--- src/rtl/rabbit_sched_if.sv ---
// Host/datapath handshake bundle for the Rabbit sequencing controller.
// The master side drives requests and datapath status; the slave side is
// the scheduler, which returns strobes, status and counters.
interface rabbit_sched_if #(
    parameter int BLK_W = 32
) ();
    logic             start;
    logic             iv_en;
    logic             stop;
    logic             step_done;
    logic             ks_ready;
    logic             key_load;
    logic             iv_load;
    logic             ctr_reinit;
    logic             step;
    logic             ks_valid;
    logic             busy;
    logic             setup_done;
    logic [3:0]       iter_cnt;
    logic [BLK_W-1:0] blk_cnt;
    logic             proto_err;

    modport master (
        output start, iv_en, stop, step_done, ks_ready,
        input  key_load, iv_load, ctr_reinit, step, ks_valid,
        input  busy, setup_done, iter_cnt, blk_cnt, proto_err
    );

    modport slave (
        input  start, iv_en, stop, step_done, ks_ready,
        output key_load, iv_load, ctr_reinit, step, ks_valid,
        output busy, setup_done, iter_cnt, blk_cnt, proto_err
    );
endinterface

--- src/rtl/rabbit_sched.sv ---
// Rabbit cipher sequencing controller: key load, key iterations, counter
// re-init, optional IV load and iterations, then keystream generation
// under a valid/ready handshake. Holds only sequencing state and counters.
module rabbit_sched #(
    parameter int KEY_ITERS = 4,
    parameter int IV_ITERS  = 4,
    parameter int BLK_W     = 32
) (
    input  logic          clk,
    input  logic          rst,
    rabbit_sched_if.slave bus
);
    typedef enum logic [3:0] {
        IDLE,
        KEY_LOAD,
        KEY_STEP,
        KEY_WAIT,
        REINIT,
        IV_LOAD,
        IV_STEP,
        IV_WAIT,
        GEN_STEP,
        GEN_WAIT,
        GEN_HOLD
    } state_t;

    localparam logic [3:0] KEY_LAST = 4'(KEY_ITERS - 1);
    localparam logic [3:0] IV_LAST  = 4'(IV_ITERS - 1);

    state_t           state_reg, state_next;
    logic [3:0]       iter_cnt_reg, iter_cnt_next;
    logic [BLK_W-1:0] blk_cnt_reg, blk_cnt_next;
    logic             stop_reg, stop_next;
    logic             iv_en_reg, iv_en_next;
    logic             proto_err_reg, proto_err_next;
    logic             in_wait;

    assign in_wait = (state_reg == KEY_WAIT) || (state_reg == IV_WAIT) ||
                     (state_reg == GEN_WAIT);

    // Next-state, counter and latch logic; strobes are decoded from state below.
    always_comb begin
        state_next     = state_reg;
        iter_cnt_next  = iter_cnt_reg;
        blk_cnt_next   = blk_cnt_reg;
        stop_next      = stop_reg;
        iv_en_next     = iv_en_reg;
        proto_err_next = proto_err_reg;

        // A stop request is remembered until the next block boundary; in
        // IDLE there is nothing to stop, so it is dropped.
        if (bus.stop && (state_reg != IDLE)) begin
            stop_next = 1'b1;
        end
        // step_done with no iteration outstanding is a datapath protocol fault.
        if (bus.step_done && !in_wait) begin
            proto_err_next = 1'b1;
        end

        case (state_reg)
            IDLE: begin
                if (bus.start) begin
                    iv_en_next    = bus.iv_en;
                    iter_cnt_next = 4'd0;
                    blk_cnt_next  = '0;
                    state_next    = KEY_LOAD;
                end
            end
            KEY_LOAD: state_next = KEY_STEP;
            KEY_STEP: state_next = KEY_WAIT;
            KEY_WAIT: begin
                if (bus.step_done) begin
                    if (iter_cnt_reg == KEY_LAST) begin
                        iter_cnt_next = 4'd0;
                        state_next    = REINIT;
                    end else begin
                        iter_cnt_next = iter_cnt_reg + 4'd1;
                        state_next    = KEY_STEP;
                    end
                end
            end
            REINIT:   state_next = iv_en_reg ? IV_LOAD : GEN_STEP;
            IV_LOAD:  state_next = IV_STEP;
            IV_STEP:  state_next = IV_WAIT;
            IV_WAIT: begin
                if (bus.step_done) begin
                    if (iter_cnt_reg == IV_LAST) begin
                        iter_cnt_next = 4'd0;
                        state_next    = GEN_STEP;
                    end else begin
                        iter_cnt_next = iter_cnt_reg + 4'd1;
                        state_next    = IV_STEP;
                    end
                end
            end
            GEN_STEP: state_next = GEN_WAIT;
            GEN_WAIT: begin
                if (bus.step_done) begin
                    state_next = GEN_HOLD;
                end
            end
            GEN_HOLD: begin
                if (bus.ks_ready) begin
                    blk_cnt_next = blk_cnt_reg + BLK_W'(1);
                    if (stop_reg || bus.stop) begin
                        stop_next  = 1'b0;
                        state_next = IDLE;
                    end else begin
                        state_next = GEN_STEP;
                    end
                end
            end
            default: state_next = IDLE;
        endcase
    end

    // State and counter registers; reset abandons any in-flight step.
    always_ff @(posedge clk) begin
        if (rst) begin
            state_reg     <= IDLE;
            iter_cnt_reg  <= 4'd0;
            blk_cnt_reg   <= '0;
            stop_reg      <= 1'b0;
            iv_en_reg     <= 1'b0;
            proto_err_reg <= 1'b0;
        end else begin
            state_reg     <= state_next;
            iter_cnt_reg  <= iter_cnt_next;
            blk_cnt_reg   <= blk_cnt_next;
            stop_reg      <= stop_next;
            iv_en_reg     <= iv_en_next;
            proto_err_reg <= proto_err_next;
        end
    end

    assign bus.key_load   = (state_reg == KEY_LOAD);
    assign bus.iv_load    = (state_reg == IV_LOAD);
    assign bus.ctr_reinit = (state_reg == REINIT);
    assign bus.step       = (state_reg == KEY_STEP) || (state_reg == IV_STEP) ||
                            (state_reg == GEN_STEP);
    assign bus.ks_valid   = (state_reg == GEN_HOLD);
    assign bus.busy       = (state_reg != IDLE);
    assign bus.setup_done = (state_reg == GEN_STEP) || (state_reg == GEN_WAIT) ||
                            (state_reg == GEN_HOLD);
    assign bus.iter_cnt   = iter_cnt_reg;
    assign bus.blk_cnt    = blk_cnt_reg;
    assign bus.proto_err  = proto_err_reg;
endmodule

--- src/flat_wrapper.sv ---
// flat-port wrapper written by rule: the top's interface ports become plain ports
module rabbit_sched_flat 
#(
    parameter int KEY_ITERS = 4,
    parameter int IV_ITERS  = 4,
    parameter int BLK_W     = 32
)
  (clk, rst, bus_start, bus_iv_en, bus_stop, bus_step_done, bus_ks_ready, bus_key_load, bus_iv_load, bus_ctr_reinit, bus_step, bus_ks_valid, bus_busy, bus_setup_done, bus_iter_cnt, bus_blk_cnt, bus_proto_err);
  rabbit_sched_if #(.BLK_W(BLK_W)) bus_i ();
  input  logic clk;
  input  logic rst;
  input wire logic [$bits(bus_i.start)-1:0] bus_start;
  input wire logic [$bits(bus_i.iv_en)-1:0] bus_iv_en;
  input wire logic [$bits(bus_i.stop)-1:0] bus_stop;
  input wire logic [$bits(bus_i.step_done)-1:0] bus_step_done;
  input wire logic [$bits(bus_i.ks_ready)-1:0] bus_ks_ready;
  output wire logic [$bits(bus_i.key_load)-1:0] bus_key_load;
  output wire logic [$bits(bus_i.iv_load)-1:0] bus_iv_load;
  output wire logic [$bits(bus_i.ctr_reinit)-1:0] bus_ctr_reinit;
  output wire logic [$bits(bus_i.step)-1:0] bus_step;
  output wire logic [$bits(bus_i.ks_valid)-1:0] bus_ks_valid;
  output wire logic [$bits(bus_i.busy)-1:0] bus_busy;
  output wire logic [$bits(bus_i.setup_done)-1:0] bus_setup_done;
  output wire logic [$bits(bus_i.iter_cnt)-1:0] bus_iter_cnt;
  output wire logic [$bits(bus_i.blk_cnt)-1:0] bus_blk_cnt;
  output wire logic [$bits(bus_i.proto_err)-1:0] bus_proto_err;
  assign bus_i.start = bus_start;
  assign bus_i.iv_en = bus_iv_en;
  assign bus_i.stop = bus_stop;
  assign bus_i.step_done = bus_step_done;
  assign bus_i.ks_ready = bus_ks_ready;
  assign bus_key_load = bus_i.key_load;
  assign bus_iv_load = bus_i.iv_load;
  assign bus_ctr_reinit = bus_i.ctr_reinit;
  assign bus_step = bus_i.step;
  assign bus_ks_valid = bus_i.ks_valid;
  assign bus_busy = bus_i.busy;
  assign bus_setup_done = bus_i.setup_done;
  assign bus_iter_cnt = bus_i.iter_cnt;
  assign bus_blk_cnt = bus_i.blk_cnt;
  assign bus_proto_err = bus_i.proto_err;
  rabbit_sched #(.KEY_ITERS(KEY_ITERS), .IV_ITERS(IV_ITERS), .BLK_W(BLK_W)) u_core (.clk(clk), .rst(rst), .bus(bus_i));
endmodule
--- config.mk ---
export PLATFORM = sky130hd
export DESIGN_NAME = rabbit_sched_flat
export DESIGN_NICKNAME = d
export VERILOG_FILES = /design/src/rtl/rabbit_sched_if.sv /design/src/rtl/rabbit_sched.sv /design/src/flat_wrapper.sv
export SDC_FILE = /design/constraint.sdc
export NUM_CORES = 1
export LEC_CHECK = 0
export CELL_PAD_IN_SITES_DETAIL_PLACEMENT = 1
export CELL_PAD_IN_SITES_GLOBAL_PLACEMENT = 2
export CORE_ASPECT_RATIO = 0.6
export CORE_MARGIN = 2
export CORE_UTILIZATION = 29
export CTS_CLUSTER_SIZE = 10
export DETAILED_ROUTE_END_ITERATION = 10
export PLACE_DENSITY_LB_ADDON = 0.1
export SYNTH_ARGS = -nofsm -noshare
export SYNTH_HDL_FRONTEND = slang
export SYNTH_SLANG_ARGS = --single-unit
export TNS_END_PERCENT = 10
--- constraint.sdc ---
create_clock -name clk -period 2.1 [get_ports clk]
set_clock_uncertainty 0.2 [all_clocks]
set_input_delay 0.42 -clock clk [delete_from_list [all_inputs] [get_ports clk]]
set_output_delay 0.42 -clock clk [all_outputs]
set_load 0.01 [all_outputs]
==> flow_results.xml <==
<?xml version="1.0" encoding="UTF-8"?>
<metrics>
  <group name="worst_hold_path">
    <metric name="hold_class" unit="">flop to flop</metric>
  </group>
  <group name="logic_synthesis">
    <metric name="synth.largest_area_cell" unit="">dfxtp_1</metric>
    <metric name="yosysWarnings" unit="">0</metric>
    <metric name="synth_area_leaders" unit="">dfxtp_1, xor2_1, nor2_1</metric>
    <metric name="mappedNetlistArea" unit="sq um">2260</metric>
    <metric name="synth-seq-area-share" unit="">0.380</metric>
    <metric name="async_flop_share" unit="">0</metric>
    <metric name="ys_types" unit="">51</metric>
    <metric name="synth_fp_nets" unit="">281</metric>
    <metric name="syn_inst" unit="">272</metric>
    <metric name="synth_enable_flop_cells" unit="">0</metric>
    <metric name="synth_top_area_share" unit="">0.380</metric>
    <metric name="ys_seq_elements" unit="">43</metric>
    <metric name="dominantRegCellSynth" unit="">dfxtp_1</metric>
    <metric name="mean_syn_cell_area" unit="sq um">8.32</metric>
  </group>
  <group name="die">
    <metric name="die_area" unit="sq um">8550</metric>
    <metric name="dieHeight" unit="um">72.4</metric>
    <metric name="start_util" unit="">0.305</metric>
    <metric name="chipWidth" unit="um">118</metric>
    <metric name="coreArea" unit="sq um">7420</metric>
    <metric name="io_pins" unit="">51</metric>
    <metric name="total_number_of_placement_rows" unit="">24</metric>
  </group>
  <group name="worst_setup_path">
    <metric name="critical_path_peak_fanout" unit="">13</metric>
    <metric name="critPathLaunchType" unit="">flop</metric>
    <metric name="critical_path.max_stage_delay" unit="ps">430</metric>
    <metric name="critPathBufInv" unit="">1</metric>
    <metric name="slowest_stage" unit="">a2111o_1</metric>
    <metric name="critical-path-top-delay-family" unit="">simple AND/OR/NAND/NOR gates</metric>
    <metric name="path_class" unit="">flop to flop</metric>
    <metric name="end_kind" unit="">flop</metric>
    <metric name="register_to_register_setup_slack" unit="ps">50</metric>
    <metric name="arrival_time_reported_for_the_critical_path_endpoint" unit="ps">2070</metric>
    <metric name="cp_data_required_time" unit="ps">2120</metric>
    <metric name="cp_cell_sequence" unit="">buf_12 &gt; or3b_4 &gt; a2111o_1 &gt; or3_1 &gt; a21oi_1</metric>
  </group>
  <group name="clocking">
    <metric name="tritoncts.num_buffers" unit="">5</metric>
    <metric name="clkSinkCount" unit="">43</metric>
    <metric name="ctsHoldBuffers" unit="">0</metric>
    <metric name="cts.repair_timing.setup_buffer_count" unit="">0</metric>
    <metric name="ctsLongestPathBuffers" unit="">2</metric>
    <metric name="tritoncts_clock_tree" unit="">done</metric>
    <metric name="clkLatencyLatePin" unit="ps">290</metric>
    <metric name="clk_transition_reported_paths" unit="ps">60</metric>
    <metric name="cts_root_buffer" unit="">clkbuf_16</metric>
    <metric name="cts_htree_levels" unit="">2</metric>
  </group>
  <group name="sta">
    <metric name="timing_hold_violations_final" unit="">0</metric>
    <metric name="worst_slack" unit="ps">49.4</metric>
    <metric name="post-route-min-period" unit="ps">2050</metric>
    <metric name="final-max-slew-violation-count" unit="">0</metric>
    <metric name="hold_ws" unit="ps">269</metric>
    <metric name="fmax" unit="MHz">488</metric>
    <metric name="timing.max_slew.rel_slack" unit="">0.576</metric>
    <metric name="setup_viol_count_final" unit="">0</metric>
    <metric name="worstMarginPinSlew" unit="ps">629</metric>
    <metric name="setup_repair_after_global_routing_missed_its_margin" unit="">yes</metric>
    <metric name="setup-tns-final" unit="ps">0</metric>
    <metric name="final.period_utilization" unit="">0.976</metric>
  </group>
  <group name="power">
    <metric name="vdd.ir_drop.worst" unit="V">0.000455</metric>
    <metric name="power.static_leakage" unit="nW">1.35</metric>
    <metric name="power_density_over_the_cells" unit="nW/um^2">838</metric>
    <metric name="total_power" unit="mW">2.86</metric>
  </group>
  <group name="place">
    <metric name="numPortBuffers" unit="">50</metric>
    <metric name="place_worst_setup_slack" unit="ps">-417</metric>
    <metric name="dpl-instance-area" unit="sq um">3190</metric>
    <metric name="half_perimeter_wire_length_after_detailed_placement" unit="mm">5.45</metric>
    <metric name="finalWeightedCongestion" unit="">0.753</metric>
  </group>
  <group name="detailed_routing">
    <metric name="drt-initial-drc-count" unit="">103</metric>
    <metric name="final_wirelength" unit="mm">7.19</metric>
    <metric name="via_count" unit="">2264</metric>
    <metric name="vias_per_cell" unit="">4.86</metric>
    <metric name="routed_wire_length_per_instance" unit="um">15.4</metric>
    <metric name="detail-route-antenna-nets" unit="">0</metric>
    <metric name="post-route-drc-count" unit="">0</metric>
    <metric name="first_pass_iters" unit="">4</metric>
  </group>
  <group name="grt">
    <metric name="gr-usage-all-layers" unit="">0.178</metric>
    <metric name="antenna_found_initial" unit="">0</metric>
    <metric name="grt_start_max_net_pins" unit="">19</metric>
    <metric name="gr-total-overflow" unit="">0</metric>
    <metric name="grt_first_pass_wirelength" unit="mm">11.8</metric>
    <metric name="vias_in_the_first_global_route" unit="">2227</metric>
  </group>
  <group name="layout">
    <metric name="flip_flop_count_of_the_largest_register_all_copies_and_words_added" unit="">32</metric>
    <metric name="design.final.nets" unit="">370</metric>
    <metric name="final_layout_size_suffix_gt1_frac" unit="">0.218</metric>
    <metric name="area.growth.synth_to_final" unit="%">50.6</metric>
    <metric name="num_antenna_cells" unit="">0</metric>
    <metric name="design_area" unit="sq um">3410</metric>
  </group>
  <group name="status">
    <metric name="run_status" unit="">finished clean</metric>
  </group>
  <group name="run">
    <metric name="drv.max_cap_violation_count" unit="">0</metric>
  </group>
</metrics>
cell usage after synthesis, types with 2 or more instances:
cell,n
and4_1,5
o21ai_0,9
clkbuf_8,2
or3_1,5
mux2i_1,2
nor3b_1,2
xor2_1,22
and2_1,3
nor3_1,5
inv_1,9
nand3_1,21
nand4_1,9
a211oi_1,4
buf_2,3
buf_6,3
a21o_1,2
a21oi_1,17
and3_1,4
ha_1,2
nand2_1,17
dfxtp_1,43
clkbuf_1,5
xnor2_1,3
nor2_1,45
or2_2,2
a31oi_1,3
worst paths after layout:
kind | start | to | cells after the start
setup / recovery | u_core.state_reg[1] | u_core.bus.blk_cnt[7] | 5
hold / removal | u_core.iv_en_reg | u_core.iv_en_reg | 2
setup reg to reg | u_core.state_reg[1] | u_core.bus.blk_cnt[7] | 5
hold reg to reg | u_core.iv_en_reg | u_core.iv_en_reg | 2
cell type report:
type | count | area, sq um
fill | 909 | 4010
clock buffer | 6 | 139
tap | 104 | 130
clock inverter | 2 | 35.0
timing repair buffer | 96 | 892
inverter | 9 | 33.8
sequential | 43 | 871
multi-input combinational | 206 | 1310
per-layer routing:
metal | vias up | track usage | routed length, um
li1 | 1134 | - | -
met5 | - | 0 | 0
met4 | 0 | 0.0442 | 69
met1 | 1080 | 0.277 | 4180
met2 | 43 | 0.238 | 2650
met3 | 7 | 0.0464 | 285
placed cells by master, fill, tap and decap left out, types with 2 or more instances in the layout:
cell / netlist / routed
mux2i_1: 2 / 2
clkbuf_16: 0 / 5
xor2_1: 22 / 22
nor2_1: 45 / 44
a21oi_1: 17 / 16
dfxtp_2: 0 / 5
or2_2: 2 / 2
inv_1: 9 / 9
dlygate4sd2_1: 0 / 8
a31oi_1: 3 / 3
and3_1: 4 / 4
nand2_1: 17 / 17
nand3_1: 21 / 20
clkdlybuf4s50_1: 0 / 41
nor3b_1: 2 / 2
xnor2_1: 3 / 3
or3_1: 5 / 5
dfxtp_1: 43 / 37
a21o_1: 2 / 2
and2_1: 3 / 3
buf_12: 0 / 4
nor3_1: 5 / 5
a211oi_1: 4 / 3
nand4_1: 9 / 9
and4_1: 5 / 5
o21ai_0: 9 / 8
buf_4: 1 / 41
where the power goes:
part	switching (mW)	total, mW	internal, mW
Combinational	0.498	0.999	0.501
Clock	0.349	0.941	0.592
Sequential	0.0548	0.917	0.862
per-stage QoR:
step,cells,utilization
after floorplan,272,-
after global placement,458,0.430
after detailed placement,458,0.430
after CTS,466,0.456
after global routing,466,0.460
final,466,0.460
what timing repair did:
| action | CTS | global route |
|---|---|---|
| setup endpoints to repair | 20 | 30 |
| hold endpoints to repair | 0 | 0 |
| pin swaps | 0 | 1 |
| gates resized for setup | 17 | 10 |
worst min-delay path, delay by kind of cell (launching register included):
| family | cells | cell delay [ps] |
|---|---|---|
| AO/OA/AOI/OAI | 1 | 50 |
| flip-flops | 1 | 310 |
| AND/OR/NAND/NOR | 1 | 50 |
cell families (layout without fill, tap and decap cells):
family                     after synthesis  in the layout  share of synthesized area
AOI/OAI and AO/OA                       42             42                      0.114
muxes                                    2              2                    0.00885
DFF                                     43             43                      0.380
adders and majority gates                2              2                     0.0111
and+or+nand+nor                        135            135                      0.329
xor gates and xnor gates                25             25                     0.0967
buffers and inverters                   23            113                     0.0603
Note: power is estimated with default switching activity, not from simulation.
